[config.mk]
export PLATFORM = sky130hd
export DESIGN_NAME = pulse_burst_detector
export DESIGN_NICKNAME = d
export VERILOG_FILES = /design/src/rtl/pulse_burst_detector_pkg.sv /design/src/rtl/pulse_burst_detector_pulse_sync.sv /design/src/rtl/pulse_burst_detector.sv
export SDC_FILE = /design/constraint.sdc
export NUM_CORES = 1
export LEC_CHECK = 0
export ABC_CLOCK_PERIOD_IN_PS = 3600
export CAP_MARGIN = 30
export CORE_UTILIZATION = 49
export CTS_CLUSTER_SIZE = 30
export DETAILED_ROUTE_END_ITERATION = 10
export PLACE_DENSITY = 0.79
export SYNTH_ARGS = -nofsm -noshare
export SYNTH_HDL_FRONTEND = slang
export SYNTH_HIERARCHICAL = 1
export SYNTH_SLANG_ARGS = --single-unit
[constraint.sdc]
create_clock -name clock -period 3.6 [get_ports clock]
set_input_delay 0.9 -clock clock [delete_from_list [all_inputs] [get_ports clock]]
set_output_delay 0.9 -clock clock [all_outputs]
set_load 0.01 [all_outputs]
[src/rtl/pulse_burst_detector_pkg.sv]
// rtl/pulse_burst_detector_pkg.sv - shared FSM encoding and default parameters for pulse_burst_detector
package pulse_burst_detector_pkg;

  typedef enum logic [1:0] {
    ST_IDLE = 2'd0,
    ST_HIGH = 2'd1,
    ST_GAP  = 2'd2
  } state_t;

  localparam int DEF_CNT_W      = 4;
  localparam int DEF_GAP_CYCLES = 4;
  localparam int DEF_MAX_PULSES = 15;

endpackage

[src/rtl/pulse_burst_detector_pulse_sync.sv]
// rtl/pulse_burst_detector_pulse_sync.sv - input sampler (PULSE_BURST_DETECTOR_SYNC_EN adds a 2-flop synchronizer)
module pulse_sync (
  input  logic clk_i,
  input  logic rst_ni,
  input  logic d_i,
  output logic q_o
);

  logic sig_q;

`ifdef PULSE_BURST_DETECTOR_SYNC_EN
  logic meta_q;
  logic stage_q;

  // Two-flop synchronizer ahead of the sample register for asynchronous sources.
  always_ff @(posedge clk_i or negedge rst_ni) begin
    if (!rst_ni) begin
      meta_q  <= 1'b0;
      stage_q <= 1'b0;
      sig_q   <= 1'b0;
    end else begin
      meta_q  <= d_i;
      stage_q <= meta_q;
      sig_q   <= stage_q;
    end
  end
`else
  // Single sample register; the source is assumed synchronous to clk_i.
  always_ff @(posedge clk_i or negedge rst_ni) begin
    if (!rst_ni) begin
      sig_q <= 1'b0;
    end else begin
      sig_q <= d_i;
    end
  end
`endif

  assign q_o = sig_q;

endmodule

[src/rtl/pulse_burst_detector.sv]
// rtl/pulse_burst_detector.sv - counts high pulses per burst and reports the count once the burst closes (PULSE_BURST_DETECTOR_SYNC_EN selects the synchronizing sampler)
module pulse_burst_detector
  import pulse_burst_detector_pkg::*;
#(
  parameter int CNT_W      = DEF_CNT_W,
  parameter int GAP_CYCLES = DEF_GAP_CYCLES,
  parameter int MAX_PULSES = DEF_MAX_PULSES
) (
  input  logic             clock,
  input  logic             resetn,
  input  logic             signal_in,
  output logic [CNT_W-1:0] burst_count,
  output logic             burst_valid,
  output logic             burst_ovf,
  output logic             busy
);

  localparam int GAP_W = $clog2(GAP_CYCLES + 1);

  logic             sig_q;
  state_t           state_q, state_d;
  logic [CNT_W-1:0] cnt_q, cnt_d;
  logic [GAP_W-1:0] gap_q, gap_d;
  logic [GAP_W-1:0] gap_inc;
  logic             ovf_q, ovf_d;
  logic [CNT_W-1:0] count_q, count_d;
  logic             valid_q, valid_d;
  logic             bovf_q, bovf_d;
  logic             busy_q;

  pulse_sync u_sync (
    .clk_i  (clock),
    .rst_ni (resetn),
    .d_i    (signal_in),
    .q_o    (sig_q)
  );

  // Running count of consecutive low samples: the first low after HIGH counts as one.
  assign gap_inc = (state_q == ST_HIGH) ? GAP_W'(1) : gap_q + GAP_W'(1);

  // Next-state logic: count pulses, saturate at MAX_PULSES, close the burst on the
  // GAP_CYCLES-th consecutive low sample.
  always_comb begin
    state_d = state_q;
    cnt_d   = cnt_q;
    gap_d   = gap_q;
    ovf_d   = ovf_q;
    count_d = count_q;
    bovf_d  = bovf_q;
    valid_d = 1'b0;
    case (state_q)
      ST_IDLE: begin
        if (sig_q) begin
          cnt_d   = CNT_W'(1);
          ovf_d   = 1'b0;
          state_d = ST_HIGH;
        end
      end
      ST_HIGH, ST_GAP: begin
        if (sig_q) begin
          if (state_q == ST_GAP) begin
            if (cnt_q == CNT_W'(MAX_PULSES)) begin
              ovf_d = 1'b1;
            end else begin
              cnt_d = cnt_q + CNT_W'(1);
            end
          end
          state_d = ST_HIGH;
        end else if (gap_inc == GAP_W'(GAP_CYCLES)) begin
          count_d = cnt_q;
          bovf_d  = ovf_q;
          valid_d = 1'b1;
          gap_d   = '0;
          state_d = ST_IDLE;
        end else begin
          gap_d   = gap_inc;
          state_d = ST_GAP;
        end
      end
      default: begin
        state_d = ST_IDLE;
      end
    endcase
  end

  // State and report registers; busy tracks the next state so it drops with the strobe.
  always_ff @(posedge clock or negedge resetn) begin
    if (!resetn) begin
      state_q <= ST_IDLE;
      cnt_q   <= '0;
      gap_q   <= '0;
      ovf_q   <= 1'b0;
      count_q <= '0;
      valid_q <= 1'b0;
      bovf_q  <= 1'b0;
      busy_q  <= 1'b0;
    end else begin
      state_q <= state_d;
      cnt_q   <= cnt_d;
      gap_q   <= gap_d;
      ovf_q   <= ovf_d;
      count_q <= count_d;
      valid_q <= valid_d;
      bovf_q  <= bovf_d;
      busy_q  <= (state_d != ST_IDLE);
    end
  end

  assign burst_count = count_q;
  assign burst_valid = valid_q;
  assign burst_ovf   = bovf_q;
  assign busy        = busy_q;

endmodule

==> metrics.md <==
| Metric | Value |
|---|---|
| Syn Std Cell Area | 912 um2 |
| Status | complete, no violations |
| RSZ-0062 raised after global routing | false |
| Worst Slack Setup Final | approximately 1500 ps |
| Worst hold stages | 1 |
| Cts hold-fix bufs | 0 |
| Sequential cell area fraction in the yosys report | 49.4% |
| Max Buffers Root-to-Sink | 2 |
| Critical path launch point type | flop |
| Inserted Diodes | 0 |
| Final min period | 2120 ps |
| Die area | 0.00204 mm2 |
| FF-to-FF path depth | 5 |
| #FFs+latches synth | 18 |
| Reg-to-reg endpoint | burst_count[3]$_DFFE_PN0P_ |
| Core Box Area | 0.00173 mm2 |
| Clock sink count | 18 |
| R2R Setup Slk | approximately 1500 ps |
| Leak Pwr | approximately 0.00048 uW |
| Remaining DRCs | 0 |
| Worst VDD drop | approximately 0.48 mV |
| PortBufs | 9 |
| Warnings, synthesis | 6 |
| Total GRT Usage | 16.7% |
| Avg Inst Size Synth | 11.3 um2 |
| Final Wtd Congestion | 0.866 |
| Max Clock Freq | 471 MHz |
| Row Count | 15 |
| Power Dens Cells | between 800 and 900 mW/mm2 |
| Crit. End Element | flop |
| DR vias | 637 |
| Number of synthesized flops with an enable pin | 0 |
| HPWL reported at the end of detailed placement | about 1.0 mm |
| Vias in the first global route | between 400 and 500 |
| HP Start | burst_count[3]$_DFFE_PN0P_ |
| Die W | 45.1 um |
| Die height | 45.1 um |
| Final Hold Viols | 0 |
| Post-DR vias/cell | 5.49 |
| Max_cap viols | 0 |
| Clock slew at reported path FFs | 100 ps |
| Max-slew violations | 0 |
| H-tree Lvls | 1 |
| CTS tree | done |
| Post-synth ARST share | 100% |
| Initial core utilization | a little over half |
| First-pass GRT wire length | 2.33 mm |
| Largest area contributor in the netlist | dfrtp_1 |
| Hold EP | burst_count[3]$_DFFE_PN0P_ |
| Total global routing overflow | 0 |
| Syn Inst Count | 81 |
| Top-area cell type share of the netlist area | 49.4% |
| CP Class | flop to flop |
| Fin crit share | between 50% and 60% |
| Initial antenna violation count | 0 |
| Setup-failing EPs final | 0 |
| Arrival time worst endpoint | between 2000 and 2500 ps |
| Dpl ws | between 1500 and 2000 ps |
| Post-DRT Antenna Nets | 0 |
| Largest net degree at the start of global routing | 19 |
| Share of layout cells above drive strength 1 | 11.0% |
| Synth unique cells | 32 |
| I/O Pins | 10 |
| Root Buffer Master | clkbuf_4 |
| Final setup skew | 9.82 ps |
| Latest clock arrival within the worst-skew pair | 290 ps |
| Critical-path maximum fanout | 12 |
| Worst-Margin Slew | 781 ps |
| Hold WC Path Type | flop to flop |
| TritonCTS Buffers | 3 |
| Tot Pwr | between 800 and 900 uW |
| Worst r2r src | state_q[1]$_DFF_PN0_ |
| Req. time, crit path | 3780 ps |
| Post_cts resized | 0 |
| Pre-Repair DR Iteration Count | 4 |
| DR iter-0 viols | 18 |
| Routed WL per cell | 12.2 um |
| Syn-to-layout area delta | 14.1% |
| Routed WL | 1.41 mm |
| Syn Nets | 89 |
| Final Util | 60.3% |
| Synth area leaders | dfrtp_1, mux2_4, ha_1 |
| Ys flop type | dfrtp_1 |
| Buffer count from post-CTS setup fixing | 0 |
| Final nets | ~100 |
| Max-Slew Margin vs Limit | 47.8% |
| Setup TNS | 0 ps |
==> critical path, cell delays in order, from the launching register on <==
cell and delay, ps:
dfrtp_1 400, inv_1 80, ha_1 470, nand2b_1 210
or4_4 530, mux2_4 320
==> per-layer routing <==
layer / global-route usage [%] / wire [um] / vias to the layer above
met1: 24.9 / 688 / 294
met2: 20.6 / 620 / 28
li1: - / - / 312
met5: 0 / 0 / -
met4: 10.9 / 27 / 0
met3: 4.80 / 77 / 3
==> synthesized netlist by cell type, drive strengths merged, types with 2 or more instances <==
cell	count
a2bb2oi	2
nand3	5
a21o	2
o21ai	6
nor2	3
nand2b	5
ha	5
inv	4
nand2	7
dfrtp	18
mux2	6
==> power breakdown <==
group          internal (uW)  switching [uW]  total (uW)
logic                    217             209         426
clock network           39.0            58.0        97.0
registers                282            70.0         352
==> kinds of logic (layout without fill, tap and decap cells) <==
family,after synthesis,in the layout,share of synthesized area [%]
buffers and inverters,6,16,3.29
flip-flops,18,18,49.4
adder cells (fa/ha/maj),5,5,6.86
XOR/XNOR,1,1,0.960
AO/OA/AOI/OAI,18,18,14.3
multiplexers,6,6,9.46
AND/OR/NAND/NOR,27,27,15.8
==> metrics by stage <==
stage	instance area [um2]	hold slack, ps	std cells
after global routing	1040	532	116
after CTS	1040	519	116
after global placement	1020	494	113
after detailed placement	1020	494	113
after floorplan	912	460	81
final	1040	516	116
==> cell usage in the layout (no fill, tap or decap), types with 2 or more instances in the layout <==
master / n
a21o_1: 2
a2bb2oi_1: 2
clkbuf_4: 3
clkdlybuf4s50_1: 9
dfrtp_1: 18
ha_1: 5
inv_1: 3
mux2_4: 5
nand2_1: 7
nand2b_1: 5
nand3_1: 5
nor2_1: 3
o21ai_0: 3
o21ai_1: 3
==> final cells by class <==
class	instances	area, um2
sequential	18	450
timing repair buffer	9	90.1
tap	25	31.3
fill	155	686
multi-input combinational	57	432
inverter	4	15.0
clock buffer	3	22.5
==> how the worst max path moves through the flow <==
stage,start,endpoint,slack (ps),cells after the start
3_5_place_dp,state_q[1]$_DFF_PN0_,burst_ovf$_DFFE_PN0P_,1520,5
5_1_grt,state_q[1]$_DFF_PN0_,burst_count[3]$_DFFE_PN0P_,1360,5
6_report,state_q[1]$_DFF_PN0_,burst_count[3]$_DFFE_PN0P_,1480,5
3_3_place_gp,state_q[1]$_DFF_PN0_,burst_count[3]$_DFFE_PN0P_,1550,5
2_1_floorplan,gap_q[0]$_DFFE_PN0P_,burst_count[0]$_DFFE_PN0P_,1710,5
4_1_cts,state_q[1]$_DFF_PN0_,burst_count[3]$_DFFE_PN0P_,1490,5
==> sequential cells by signal, indices dropped and copies added (netlist names) <==
register     count
u_sync/q_o       1
busy             1
burst_valid      1
gap_q            3
burst_count      4
cnt_q            4
ovf_q            1
state_q          2
burst_ovf        1
(Power assumes the default switching activity.)
